[src/rtl/writeback_regfile.sv]
// Write-back stage and architectural register file of the sequential Y86-64 core.
// Commits valE/valM of the retiring instruction to r0..r14, latches halt status and counts retirements.
module writeback_regfile #(
   parameter int                 WIDTH    = 64,
   parameter logic [WIDTH-1:0]   RSP_INIT = '0
) (
   input  logic             clk,
   input  logic             rst,
   input  logic             wb_valid,
   input  logic [3:0]       icode,
   input  logic [3:0]       rA,
   input  logic [3:0]       rB,
   input  logic             cond,
   input  logic [WIDTH-1:0] valE,
   input  logic [WIDTH-1:0] valM,
   input  logic             in_mem,
   input  logic             in_inst,
   input  logic             hlt,
   output logic [WIDTH-1:0] r0,
   output logic [WIDTH-1:0] r1,
   output logic [WIDTH-1:0] r2,
   output logic [WIDTH-1:0] r3,
   output logic [WIDTH-1:0] r4,
   output logic [WIDTH-1:0] r5,
   output logic [WIDTH-1:0] r6,
   output logic [WIDTH-1:0] r7,
   output logic [WIDTH-1:0] r8,
   output logic [WIDTH-1:0] r9,
   output logic [WIDTH-1:0] r10,
   output logic [WIDTH-1:0] r11,
   output logic [WIDTH-1:0] r12,
   output logic [WIDTH-1:0] r13,
   output logic [WIDTH-1:0] r14,
   output logic             halted,
   output logic [31:0]      retired
);

   typedef enum logic [3:0] {
      I_HALT  = 4'h0, I_NOP  = 4'h1, I_CMOV = 4'h2, I_IRMOV = 4'h3,
      I_RMMOV = 4'h4, I_MRMOV = 4'h5, I_OP  = 4'h6, I_JXX  = 4'h7,
      I_CALL  = 4'h8, I_RET  = 4'h9, I_PUSH = 4'hA, I_POP  = 4'hB
   } icode_e;

   localparam logic [3:0] R_NONE = 4'hF;
   localparam logic [3:0] R_RSP  = 4'h4;

   logic [WIDTH-1:0] r_regs [0:14];
   logic             r_halted;
   logic [31:0]      r_retired;

   logic [3:0]       w_dst_e;
   logic [3:0]       w_dst_m;
   logic             w_commit;
   logic             w_fault;

   always_comb begin
      // NOTE: defaults first so every path assigns both outputs and no latch is inferred.
      w_dst_e = R_NONE;
      w_dst_m = R_NONE;
      case (icode)
         I_CMOV:                       if (cond) w_dst_e = rB;
         I_IRMOV, I_OP:                w_dst_e = rB;
         I_CALL, I_RET, I_PUSH, I_POP: w_dst_e = R_RSP;
         default:                      ;
      endcase
      if (icode == I_MRMOV || icode == I_POP) w_dst_m = rA;
   end

   assign w_commit = wb_valid & ~r_halted;
   assign w_fault  = hlt | in_mem | in_inst;

   always_ff @(posedge clk or posedge rst) begin
      if (rst) begin
         // NOTE: the register file is reset element by element because decode reads it
         // straight after reset and %rsp needs its own initial value.
         for (int i = 0; i < 15; i++) begin
            r_regs[i] <= (i == 4) ? RSP_INIT : '0;
         end
         r_halted  <= 1'b0;
         r_retired <= '0;
      end else if (w_commit) begin
         if (w_fault) begin
            // NOTE: non-blocking assignments keep every state update tied to the same edge.
            r_halted <= 1'b1;
         end else begin
            if (w_dst_e != R_NONE) r_regs[w_dst_e] <= valE;
            // Last assignment wins, so popq %rsp leaves valM in r4.
            if (w_dst_m != R_NONE) r_regs[w_dst_m] <= valM;
            r_retired <= r_retired + 32'd1;
         end
      end
   end

   assign r0      = r_regs[0];
   assign r1      = r_regs[1];
   assign r2      = r_regs[2];
   assign r3      = r_regs[3];
   assign r4      = r_regs[4];
   assign r5      = r_regs[5];
   assign r6      = r_regs[6];
   assign r7      = r_regs[7];
   assign r8      = r_regs[8];
   assign r9      = r_regs[9];
   assign r10     = r_regs[10];
   assign r11     = r_regs[11];
   assign r12     = r_regs[12];
   assign r13     = r_regs[13];
   assign r14     = r_regs[14];
   assign halted  = r_halted;
   assign retired = r_retired;

endmodule

[config.mk]
export PLATFORM = sky130hd
export DESIGN_NAME = writeback_regfile
export DESIGN_NICKNAME = d
export VERILOG_FILES = /design/src/rtl/writeback_regfile.sv
export SDC_FILE = /design/constraint.sdc
export NUM_CORES = 2
export LEC_CHECK = 0
export ABC_AREA = 1
export BUFFER_PORTS_ARGS = -buffer_cell sky130_fd_sc_hd__buf_2
export CORE_AREA = 2 2 449 451
export CTS_CLUSTER_DIAMETER = 50
export DETAILED_ROUTE_END_ITERATION = 6
export DIE_AREA = 0 0 451 453
export GPL_ROUTABILITY_DRIVEN = 0
export GPL_TIMING_DRIVEN = 0
export HOLD_SLACK_MARGIN = 0.02
export PLACE_DENSITY = 0.48
export SYNTH_ARGS = -nofsm -noshare
export SYNTH_HDL_FRONTEND = slang
export SYNTH_SLANG_ARGS = --single-unit
[constraint.sdc]
create_clock -name clk -period 37.7 [get_ports clk]
set_clock_uncertainty 0.05 [all_clocks]
set_input_delay 5.655 -clock clk [delete_from_list [all_inputs] [get_ports clk]]
set_output_delay 5.655 -clock clk [all_outputs]
set_load 0.01 [all_outputs]
==> summary.txt <==
Logic synthesis
  • Yosys top cell area share: 0.4807
  • Seq/Total Area, Yosys: 0.4807
  • Post-synth top cells: nand2_1, dfrtp_1, inv_1
  • Most common cell in the netlist: nand2_1
  • Syn Inst Count: 7410
  • Synth async-reset ratio: 1.000
  • Flops & latches, synth: 993
  • Mapped Avg Cell Area: 6.977 µm²
  • Top cells by area, synth: dfrtp_1, nand2_1, o21ai_0
  • Post-synth EDFFs: 0
  • Synth unique cells: 34
  • Mapped Area: 51700 µm²
  • Main synth FF type: dfrtp_1
  • Synth area leader: dfrtp_1
  • Synth warnings: 0
  • Syn nets: 7558

Global routing
  • Global-route wire length before repair: 498800 µm
  • Gr usage total: 0.3601
  • Largest net degree at the start of global routing: 124
  • Global route overflow: 0
  • Vias in the first global route: 56400
  • Initial antenna violation count: 58

CTS
  • Total CTS buffers: 170
  • Clock buffer depth: 3
  • CTS tree: done
  • H-tree levels: 4
  • Clock transition at path regs: 0.05 ns
  • CTS Sinks: 993
  • Cts repair resizes: 0
  • Clk_lat worst skew: 0.85 ns
  • Hold_buf cts: 0
  • Post-CTS Setup Bufs: 0
  • Clk root buf: clkbuf_16

Layout
  • Share of layout cells above drive strength 1: 0.1728
  • P&R area growth vs syn: 29.42%
  • # fillers: 21910
  • Final Core Density: 0.3358
  • Net count reported at finish: 8841

Worst setup path
  • Worst Setup EP: r8[48]
  • Delay-heaviest family, CP: simple AND/OR/NAND/NOR gates
  • Worst r2r path cells: 7
  • Worst reg2reg setup slack: 32.85 ns
  • Slowest stage cell, crit path: o21ai_0
  • Crit Reg-Reg Endpoint: r2[1]
  • Critical path, cell by cell: buf_2 > inv_1 > nand2_1 > o21ai_4 > o21ai_0 > nand2_1 > inv_1 > nor2_1 > inv_1 > o21ai_0 > nand2_1 > nand2_1 > inv_1
  • Crit. path cell count: 13
  • Required time worst endpoint: 38.40 ns
  • Crit-path max FO: 8
  • FF-to-FF Start: halted
  • Startpoint types: input port
  • CP Capture Type: register
  • Worst Path Arrival: 10.33 ns
  • CP startpoint: icode[1]
  • Crit path buf inv count: 5
  • Crit path largest cell delay: 1.14 ns
  • WS Path Type: in -> reg

Floorplanning
  • Die Width: 451 µm
  • Num rows: 164
  • Core area: 199200 µm²
  • Starting density of the core: 0.2595
  • IO Count: 1140
  • Die Y: 453 µm
  • Die area: 204300 µm²

Timing
  • Rel. slew slack: -0.05426
  • Final min period: 9.636 ns
  • Unrepaired setup endpoints after global routing: false
  • Final hold vios: 0
  • Final Cycle Share: 0.2556
  • Final worst setup slack: 28.06 ns
  • Setup_tns: 0 ns
  • Max-slew violation count: 45
  • Worst Tran Pin Value: 1.581 ns
  • FMAX: 103.8 MHz
  • Setup violations, final: 0

Routing
  • # DRC: 8
  • Pre-antenna DRT Iters: 7
  • Final ANT Viol Nets: 0
  • Initial drt markers: 7842
  • Via count: 60540
  • WL/cell: 33.10 µm
  • Via density: 5.250
  • Routed WL: 381600 µm

Worst hold path
  • Hold_sp: retired[31]
  • Hold depth: 1
  • Worst hold path type: reg -> reg

Place
  • Place WS: 27.39 ns
  • DP Wirelength: 300800 µm
  • Port bufs: 1095

Power and ir drop
  • Leakage dissipation: 35.80 nW
  • Pwr dens: 44.00 nW/µm²
  • Worst vdd ir: 0.00005001 V
  • PnR Total Power: 2.944 mW

Run
  • Max-cap viol count: 4

Outcome
  • Failing checks: design-rule violations, max-capacitance violations, max-slew violations
  • Status: finished with violations
[cells in the final DEF (no fill, tap or decap), drive strengths merged, types with 179 or more instances in the layout]
cell / synthesis / final
a21oi: 317 / 317
buf: 122 / 1233
clkbuf: 373 / 580
dfrtp: 993 / 993
inv: 995 / 1022
nand2: 2982 / 2982
nand3: 289 / 289
nor2: 197 / 197
o21ai: 858 / 858
o22ai: 179 / 179
[worst reg2reg max path, stage by stage (launching register included)]
cell and delay (ns):
dfrtp_1 0.42, nor3_4 0.85, clkbuf_1 0.86, clkbuf_2 0.87, buf_1 1.13, nand2_1 0.38, nand2_1 0.15, inv_1 0.05
[flip-flops by register name, indices dropped and copies added (netlist names)]
signal   cells
r1          64
r11         64
r8          64
r10         64
r5          64
halted       1
r6          64
r2          64
r4          64
r14         64
r9          64
r3          64
r0          64
r13         64
r12         64
r7          64
retired     32
[metal layers]
| layer | routed length [µm] | up-vias | track usage |
|---|---|---|---|
| met5 | 125 | - | 0 |
| met4 | 34990 | 20 | 0.2775 |
| met3 | 45610 | 1140 | 0.1298 |
| met2 | 164900 | 4228 | 0.5450 |
| met1 | 136000 | 29510 | 0.4142 |
| li1 | - | 25640 | - |
[worst min path at each step]
stage                   to  slack [ns]
4_1_cts        retired[31]        0.42
3_5_place_dp       r12[55]        0.41
5_1_grt        retired[31]        0.43
2_1_floorplan  retired[31]        0.45
6_report       retired[31]        0.42
3_3_place_gp   retired[31]        0.40
[logic make-up (layout without fill, tap and decap cells)]
logic type,count (synthesis),in the layout,share of synthesized area
other,0,42,0
DFF,993,993,0.4807
buffers and inverters,1512,2934,0.1120
and+or+nand+nor,3514,3514,0.2654
adders and majority gates,1,1,0.0002420
xor gates and xnor gates,31,31,0.005252
AOI/OAI and AO/OA,1359,1359,0.1364
[metrics by stage]
stage / instance area (µm²) / cells / hold WS (ns)
final: 66910 / 11530 / 0.4181
after global routing: 66830 / 11500 / 0.4274
after CTS: 66800 / 11490 / 0.4207
after detailed placement: 60920 / 11180 / 0.4113
after global placement: 60500 / 11160 / 0.4031
after floorplan: 51700 / 7410 / 0.4539
[area by class of cell]
cell class,count,area [µm²],area share
inverters,1017,3825,0.05717
clock inverters,104,1281,0.01915
flip-flops and latches,993,24850,0.3714
repair buffers,1111,5863,0.08763
clock buffers,207,4596,0.06869
diodes,42,105.1,0.001571
multi-input cells,4905,21090,0.3151
well taps,2656,3323,0.04967
plain buffers,495,1982,0.02962
[power breakdown]
group          switching [mW]  leakage [nW]  internal [mW]
Clock                   0.649          2.84           1.00
Combinational           0.182          21.2         0.0337
Sequential            0.00528          11.8           1.07
Total                   0.836          35.8           2.11
(Power assumes the default switching activity.)
